**src/rtl/game_pkg.sv**
```systemverilog
// Shared types for the parametrised game counter: mode encoding and winner report.
package game_pkg;

  typedef enum logic [2:0] {
    UP1   = 3'd0,
    UP2   = 3'd1,
    DN1   = 3'd2,
    DN2   = 3'd3,
    UPS   = 3'd4,
    DNS   = 3'd5,
    HOLD0 = 3'd6,
    HOLD1 = 3'd7
  } mode_e;

  typedef enum logic [1:0] {
    WHO_NONE   = 2'd0,
    WHO_LOSER  = 2'd1,
    WHO_WINNER = 2'd2
  } who_e;

endpackage : game_pkg

```
**src/rtl/game_score_counter.sv**
```systemverilog
// Event score counter; hit_limit flags the edge on which the score will reach the limit.
module game_score_counter #(
  parameter int unsigned SCORE_W        = 4,
  parameter int unsigned GAMEOVER_LIMIT = 15
) (
  input  logic               clk,
  input  logic               reset,
  input  logic               clr,
  input  logic               inc,
  output logic [SCORE_W-1:0] score,
  output logic               hit_limit
);

  localparam logic [SCORE_W-1:0] LIMIT_V = SCORE_W'(GAMEOVER_LIMIT);

  logic [SCORE_W-1:0] score_q;
  logic [SCORE_W-1:0] score_d;

  assign score_d   = score_q + SCORE_W'(1);
  assign hit_limit = inc && (score_d == LIMIT_V);
  assign score     = score_q;

  always_ff @(posedge clk or posedge reset) begin
    if (reset) begin
      score_q <= '0;
    end else if (clr) begin
      score_q <= '0;
    end else if (inc) begin
      score_q <= score_d;
    end
  end

endmodule : game_score_counter

```
**src/rtl/game_state_param.sv**
```systemverilog
// Multi-mode wrapping game counter with win/lose scoring and a sticky game-over freeze.
module game_state_param
  import game_pkg::*;
#(
  parameter int unsigned WIDTH          = 4,
  parameter int unsigned SCORE_W        = 4,
  parameter int unsigned GAMEOVER_LIMIT = 15
) (
  input  logic               clk,
  input  logic               reset,
  input  logic [2:0]         control,
  input  logic [WIDTH-1:0]   i_value,
  input  logic [WIDTH-1:0]   i_step,
  input  logic               INIT,
  output logic [WIDTH-1:0]   count,
  output logic               win,
  output logic               los,
  output logic [SCORE_W-1:0] win_count,
  output logic [SCORE_W-1:0] los_count,
  output logic               gameover,
  output logic [1:0]         who
);

  if (WIDTH < 1 || GAMEOVER_LIMIT < 1 || GAMEOVER_LIMIT > (2 ** SCORE_W) - 1) begin : g_bad_params
    $error("game_state_param: illegal WIDTH/SCORE_W/GAMEOVER_LIMIT combination");
  end

  mode_e            mode;
  logic [WIDTH-1:0] step_c;
  logic             up_c;
  logic             hold_c;
  logic [WIDTH-1:0] count_d;
  logic             advance_c;
  logic             win_c;
  logic             los_c;
  logic             win_hit;
  logic             los_hit;

  logic [WIDTH-1:0] count_q;
  logic             win_q;
  logic             los_q;
  logic             gameover_q;
  who_e             who_q;

  assign mode = mode_e'(control);

  // Mode decode: direction and step size; a step of 2 truncates to 0 when WIDTH = 1.
  always_comb begin
    step_c = '0;
    up_c   = 1'b1;
    hold_c = 1'b0;
    unique case (mode)
      UP1:     step_c = WIDTH'(1);
      UP2:     step_c = WIDTH'(2);
      DN1:     begin step_c = WIDTH'(1); up_c = 1'b0; end
      DN2:     begin step_c = WIDTH'(2); up_c = 1'b0; end
      UPS:     step_c = i_step;
      DNS:     begin step_c = i_step;    up_c = 1'b0; end
      default: hold_c = 1'b1;
    endcase
  end

  assign count_d   = up_c ? (count_q + step_c) : (count_q - step_c);
  assign advance_c = !INIT && !gameover_q && !hold_c;
  assign win_c     = advance_c && (count_d == '1);
  assign los_c     = advance_c && (count_d == '0);

  game_score_counter #(
    .SCORE_W        (SCORE_W),
    .GAMEOVER_LIMIT (GAMEOVER_LIMIT)
  ) u_win_score (
    .clk       (clk),
    .reset     (reset),
    .clr       (INIT),
    .inc       (win_c),
    .score     (win_count),
    .hit_limit (win_hit)
  );

  game_score_counter #(
    .SCORE_W        (SCORE_W),
    .GAMEOVER_LIMIT (GAMEOVER_LIMIT)
  ) u_los_score (
    .clk       (clk),
    .reset     (reset),
    .clr       (INIT),
    .inc       (los_c),
    .score     (los_count),
    .hit_limit (los_hit)
  );

  always_ff @(posedge clk or posedge reset) begin
    if (reset) begin
      count_q    <= '0;
      win_q      <= 1'b0;
      los_q      <= 1'b0;
      gameover_q <= 1'b0;
      who_q      <= WHO_NONE;
    end else if (INIT) begin
      count_q    <= i_value;
      win_q      <= 1'b0;
      los_q      <= 1'b0;
      gameover_q <= 1'b0;
      who_q      <= WHO_NONE;
    end else if (gameover_q || hold_c) begin
      win_q <= 1'b0;
      los_q <= 1'b0;
    end else begin
      count_q <= count_d;
      win_q   <= win_c;
      los_q   <= los_c;
      // win and los are mutually exclusive, so at most one hit fires per edge
      if (win_hit) begin
        gameover_q <= 1'b1;
        who_q      <= WHO_WINNER;
      end else if (los_hit) begin
        gameover_q <= 1'b1;
        who_q      <= WHO_LOSER;
      end
    end
  end

  assign count    = count_q;
  assign win      = win_q;
  assign los      = los_q;
  assign gameover = gameover_q;
  assign who      = who_q;

endmodule : game_state_param

```
**config.mk**
```make
export PLATFORM = sky130hd
export DESIGN_NAME = game_state_param
export DESIGN_NICKNAME = d
export VERILOG_FILES = /design/src/rtl/game_pkg.sv /design/src/rtl/game_score_counter.sv /design/src/rtl/game_state_param.sv
export SDC_FILE = /design/constraint.sdc
export NUM_CORES = 1
export LEC_CHECK = 0
export CAP_MARGIN = 20
export CELL_PAD_IN_SITES_DETAIL_PLACEMENT = 0
export CELL_PAD_IN_SITES_GLOBAL_PLACEMENT = 1
export CORE_AREA = 5 5 79 52
export DETAILED_ROUTE_END_ITERATION = 7
export DIE_AREA = 0 0 84 57
export PLACE_DENSITY_LB_ADDON = 0.1
export SYNTH_ARGS = -nofsm -noshare
export SYNTH_HDL_FRONTEND = slang
export SYNTH_SLANG_ARGS = --single-unit
```
**constraint.sdc**
```tcl
create_clock -name clk -period 7 [get_ports clk]
set_input_delay 1.75 -clock clk [delete_from_list [all_inputs] [get_ports clk]]
set_output_delay 1.75 -clock clk [all_outputs]
set_load 0.03 [all_outputs]
```
* Word-level counts from Yosys, hierarchy flattened *
Cells that the tools add are included.

cells by class
  add/sub/neg operators = 4
  equal/unequal tests = 9
  mux-type cells = 21
  reductions and logical operators = 20

operators by type and width
  kind                 number
  $mux 4               7
  $eq 4x4->1 const B   3
  $pmux 4 s3           1
  $mux 1               9
  $add 4x1->4 const B  2
  $mux 2               4
  $eq 3x2->1 const B   2
  $eq 3x3->1 const B   2
  $logic_and 1x1->1    6
  $reduce_or 2->1      3
  $reduce_or 6->1      1
  $add 4x4->4          1
  $logic_not 4->1      1
  $reduce_bool 2->1    2
  $sub 4x4->4          1
  $eq 3x1->1 const B   1
  $logic_not 3->1      1
  $reduce_bool 3->1    1
  $reduce_or 3->1      1
  $logic_not 1->1      2
  $ne 2x2->1 const B   1
  $reduce_and 2->1     1
  $logic_or 1x1->1     1

storage, ports and cells
  flip-flop bits (word level) = 17
  bits of input ports = 14
  output and inout bits = 17
  logic and storage cells = 61

* Logic depth before layout (Yosys ltp) *
  word-level depth = 12
  gate-level depth with buffers = 17
  depth with buffers taken out = 15

* By module *
Synthesis repeated with hierarchy kept, for this count alone.

unflattened totals
  cells, all modules = 134
  area, all modules = 1174.9 um^2

modules (own cells, without submodules)
  module              instances  cells each  area an instance (um^2)  seq. area each (um^2)
  game_state_param    1          82          691.9                    225.2
  game_score_counter  2          26          241.5                    100.1

* Worst setup path after synthesis *
OpenSTA, ideal clock, no wires.

  kind = input to register
  start point = in control[2]
  end point = reg who_q[1], in the netlist who[1]
  setup time = 0.122 ns
  arrival time = 4.425 ns
  data required time = 6.878 ns
  slack = 2.454 ns
  cell stages on the path = 13
  path buffers = 1
  cell sequence = buf_6 -> inv_4 -> nor2_1 -> nand2_1 -> o21a_1 -> ha_1 -> o22a_1 -> o21a_1 -> fa_1 -> xor2_1 -> nor4b_1 -> nand4b_1 -> a32o_1

on the way
  cells in the longest elaborated chain, start to end = 11
  elaborated cells between the ends (all ways) = 30
  those cells by class = add/sub (2); eq/ne (7); mux (6); reduce/logical (15)

ends and longest elaborated chain
  element                                            line                      source
  start: declaration                                 game_state_param.sv:11    input logic [2:0] control,
  $eq 3x3->1, or another cell as far along           game_state_param.sv:52    unique case (mode)
  $reduce_or 2->1 (no source line)                   --
  $pmux 4 s3                                         game_state_param.sv:52
  $add 4x4->4 / $sub 4x4->4 (equally long branches)  game_state_param.sv:63    assign count_d = up_c ? (count_q + step_c) : (count_q - step_c);
  $mux 4                                             game_state_param.sv:63
  $eq 4x4->1                                         game_state_param.sv:65    assign win_c = advance_c && (count_d == '1);
  $logic_and 1x1->1                                  game_state_param.sv:65
  $logic_and 1x1->1                                  game_score_counter.sv:20  assign hit_limit = inc && (score_d == LIMIT_V);
  $mux 2                                             game_state_param.sv:113   if (win_hit) begin
  $mux 2                                             game_state_param.sv:105   end else if (gameover_q || hold_c) begin
  $mux 2                                             game_state_param.sv:99    end else if (INIT) begin
  end signal: assignment                             game_state_param.sv:98    who_q <= WHO_NONE;
  end signal: assignment                             game_state_param.sv:104   who_q <= WHO_NONE;
  end signal: assignment                             game_state_param.sv:115   who_q <= WHO_WINNER;
  end: declaration                                   game_state_param.sv:43    who_e who_q;

Parallel ways exist; a longest one is shown, timed or not. The select of a mux whose other input is x is not followed.
A chain may end at the register's enable or synchronous reset.

* Worst setup path after layout *
Ends and elaborated chain as after synthesis.

==> results.py <==
metrics = {
    "outcome": {
        "status": "complete, no violations",
    },
    "place": {
        "place_congestion": 0.819,
        "portBuffers": 30,
        "post_dp_cell_area_mm2": 0.00157,
        "hpwlAfterDp_um": 2200,
        "dp.cells": 203,
        "dp_slack_ps": 1500,
    },
    "yosys": {
        "async_reset_ff_share_pct": 100,
        "ys_types": 45,
        "synthesis.area_mm2": 0.00127,
        "ys.flop_type": "dfrtp_1",
        "ys_warn_count": 0,
        "syn_avg_cell_area_um2": 9.63,
        "synth_nets": 155,
        "synth_edf_count": 0,
        "synth_seq_cells": 17,
        "ys_seq_area_share_pct": 33.5,
        "synthCells": 132,
    },
    "die": {
        "die_h_um": 57,
        "initial_core_util_pct": 37.4,
        "core-area_mm2": 0.00340,
        "rows": 17,
        "die_w_um": 84,
        "dieArea_mm2": 0.00479,
        "io_pins": 31,
    },
    "global_routing": {
        "grt.total_usage_pct": 12.1,
        "overflow": 0,
        "antenna_found_initial": 0,
        "grt_pass1_vias": 963,
        "grt_pass1_wl_um": 4750,
        "grt_max_degree": 18,
    },
    "min_path": {
        "hp-class": "reg -> reg",
        "min_from": "who[1]",
    },
    "sta": {
        "whs_ps": 535,
        "finalMaxSlewViolations": 0,
        "post-route-period-util_pct": 75.4,
        "setup_violations": 0,
        "setup_slack_ps": 1720,
        "worst_pin_slew_ps": 665,
        "rsz0062_at_grt": "false",
        "final.min_clock_period_ps": 5280,
        "relSlewSlack_pct": 55.6,
        "tns_ps": 0,
        "clock_skew_ps": 7.78,
        "hold_viol": 0,
        "fmax_mhz": 190,
    },
    "layout": {
        "layout.cells.non_filler": 207,
        "layout_commonest_cell": "clkdlybuf4s50_1",
        "finalInstanceArea_mm2": 0.00162,
        "drive_gt1_share_pct": 9.38,
        "area_delta_synth_final_pct": 27.5,
        "diodes": 0,
        "final_util_pct": 47.6,
        "layout.cells.most_common_list": "30 x clkdlybuf4s50_1, 17 x dfrtp_1, 11 x nand2_1, 11 x nor2_1, 10 x inv_1",
        "nets": 184,
        "fillers": 333,
    },
    "detailed_routing": {
        "drc": 0,
        "num_vias": 1021,
        "via_per_inst": 4.93,
        "first_pass_iters": 4,
        "wl_um": 2740,
        "ant_nets": 0,
        "drtIter0Drc": 53,
        "wl_per_cell_um": 13.3,
    },
    "power": {
        "sequentialPowerShare_pct": 34.3,
        "p_sw_mw": 0.131,
        "pwr-share-clk_pct": 21.3,
        "irDropWorstVdd_mv": 0.106,
        "p_int_mw": 0.213,
        "p_sw_share_pct": 38.0,
        "leakagePower_nw": 0.712,
        "power.density_mw_per_mm2": 212,
        "total_power_mw": 0.344,
        "p_comb_share_pct": 44.4,
    },
    "cts": {
        "clock_sinks": 17,
        "path_clk_slew_ps": 70,
        "cts-buffers-inserted": 3,
        "cts_root_buf": "clkbuf_8",
        "hold_buffers": 0,
        "cts_max_path_buffers": 2,
        "clock_latency_ps": 250,
        "cts_resized": 0,
        "cts_setup_buffers": 0,
        "htreeDepth": 1,
        "cts_tree": "yes",
    },
    "worst_setup_path": {
        "crit_top_cell": "o21a_1",
        "critPathLaunch": "control[2]",
        "required_ps": 7150,
        "slowest_stage": "clkdlybuf4s50_1",
        "critical_path_buf_inv_count": 2,
        "criticalPathCategory": "in -> reg",
        "crit_path_end_kind": "register",
        "crit_arrival_ps": 5420,
        "cp-start-kind": "primary input",
        "cp_max_fo": 9,
        "r2r_start": "count[0]",
        "cpLargestDelayFamily": "simple AND/OR/NAND/NOR gates",
        "cp_cell_sequence": "clkdlybuf4s50_1 -> inv_4 -> nor2_1 -> nand2_1 -> o21a_1 -> ha_1 -> o22a_1 -> o21a_1 -> fa_1 -> xor2_1 -> nor4b_1 -> nand4b_1 -> a32o_1",
        "slowest_delay_ps": 710,
    },
    "flow_run": {
        "cap_violations": 0,
    },
}
-- sequential cells by signal, summed over array words and instances, names as in the netlist --
register,flops
count,4
gameover,1
los,1
u_los_score.score,4
u_win_score.score,4
who,2
win,1
-- worst paths after layout --
path	endpoint	slack (ps)	cells after the start
setup / recovery	who[1]	1720	13
setup reg to reg	who[1]	4450	7
max in group asynchronous	count[0]	4680	2
min in group asynchronous	u_los_score.score[1]	1890	2
hold reg to reg	who[1]	540	1
hold / removal	who[1]	540	1
-- cells by family (layout without fill, tap and decap cells) --
family	count (synthesis)	after routing	synth area share (%)
AOI/OAI and AO/OA	35	35	18.4
muxes	7	7	6.10
xor gates and xnor gates	4	4	6.59
and+or+nand+nor	43	43	18.1
buffers and inverters	17	45	7.87
DFF	17	17	33.5
adders and majority gates	9	9	9.45
-- worst register-to-register path, cell delays in order, from the launching register on --
cell	delay [ps]
dfrtp_1	370
inv_1	50
ha_1	220
fa_1	380
xor2_1	330
nor4b_1	500
nand4b_1	280
a32o_1	330
-- power by group through the flow --
stage | Sequential [mW] | Clock (mW) | Combinational [mW]
4_1_cts | 0.118 | 0.0781 | 0.155
3_5_place_dp | 0.120 | 0 | 0.154
6_report | 0.118 | 0.0733 | 0.153
5_1_grt | 0.120 | 0.0808 | 0.168
3_3_place_gp | 0.120 | 0 | 0.154
2_1_floorplan | 0.135 | 0 | 0.0915
-- final cells by class --
class                      count  area (µm²)  area share (%)
clock inverter                 1        5.00           0.309
clock buffer                   3        41.3            2.55
tap                           47        58.8            3.63
inverter                      11        43.8            2.70
sequential                    17         425            26.3
timing repair buffer          30         300            18.5
multi-input combinational     98         746            46.0
-- metal layers --
metal | global-route usage, % | vias to the layer above | routed length (µm)
met4 | 0.688 | 0 | 7
met3 | 4.18 | 2 | 157
met2 | 16.2 | 24 | 1070
met1 | 19.4 | 471 | 1510
met5 | 0 | - | 0
li1 | - | 524 | -
-- cells in the mapped netlist, drive strengths merged (2+ instances only) --
master / instances / share of area, %
nor3: 2 / 0.79
o21a: 3 / 1.8
o211ai: 2 / 1.2
ha: 8 / 7.9
nor4b: 2 / 1.9
o21ai: 9 / 3.5
a21o: 3 / 1.8
inv: 11 / 3.4
mux2i: 4 / 3.1
nand2: 11 / 3.2
nand2b: 3 / 1.5
a21oi: 9 / 3.5
xor2: 2 / 2.9
buf: 5 / 4.1
nor2: 12 / 3.7
mux2: 3 / 3.0
dfrtp: 17 / 33
nand3: 5 / 2.0
and2: 3 / 1.7
Note: power is estimated with default switching activity, not from simulation.
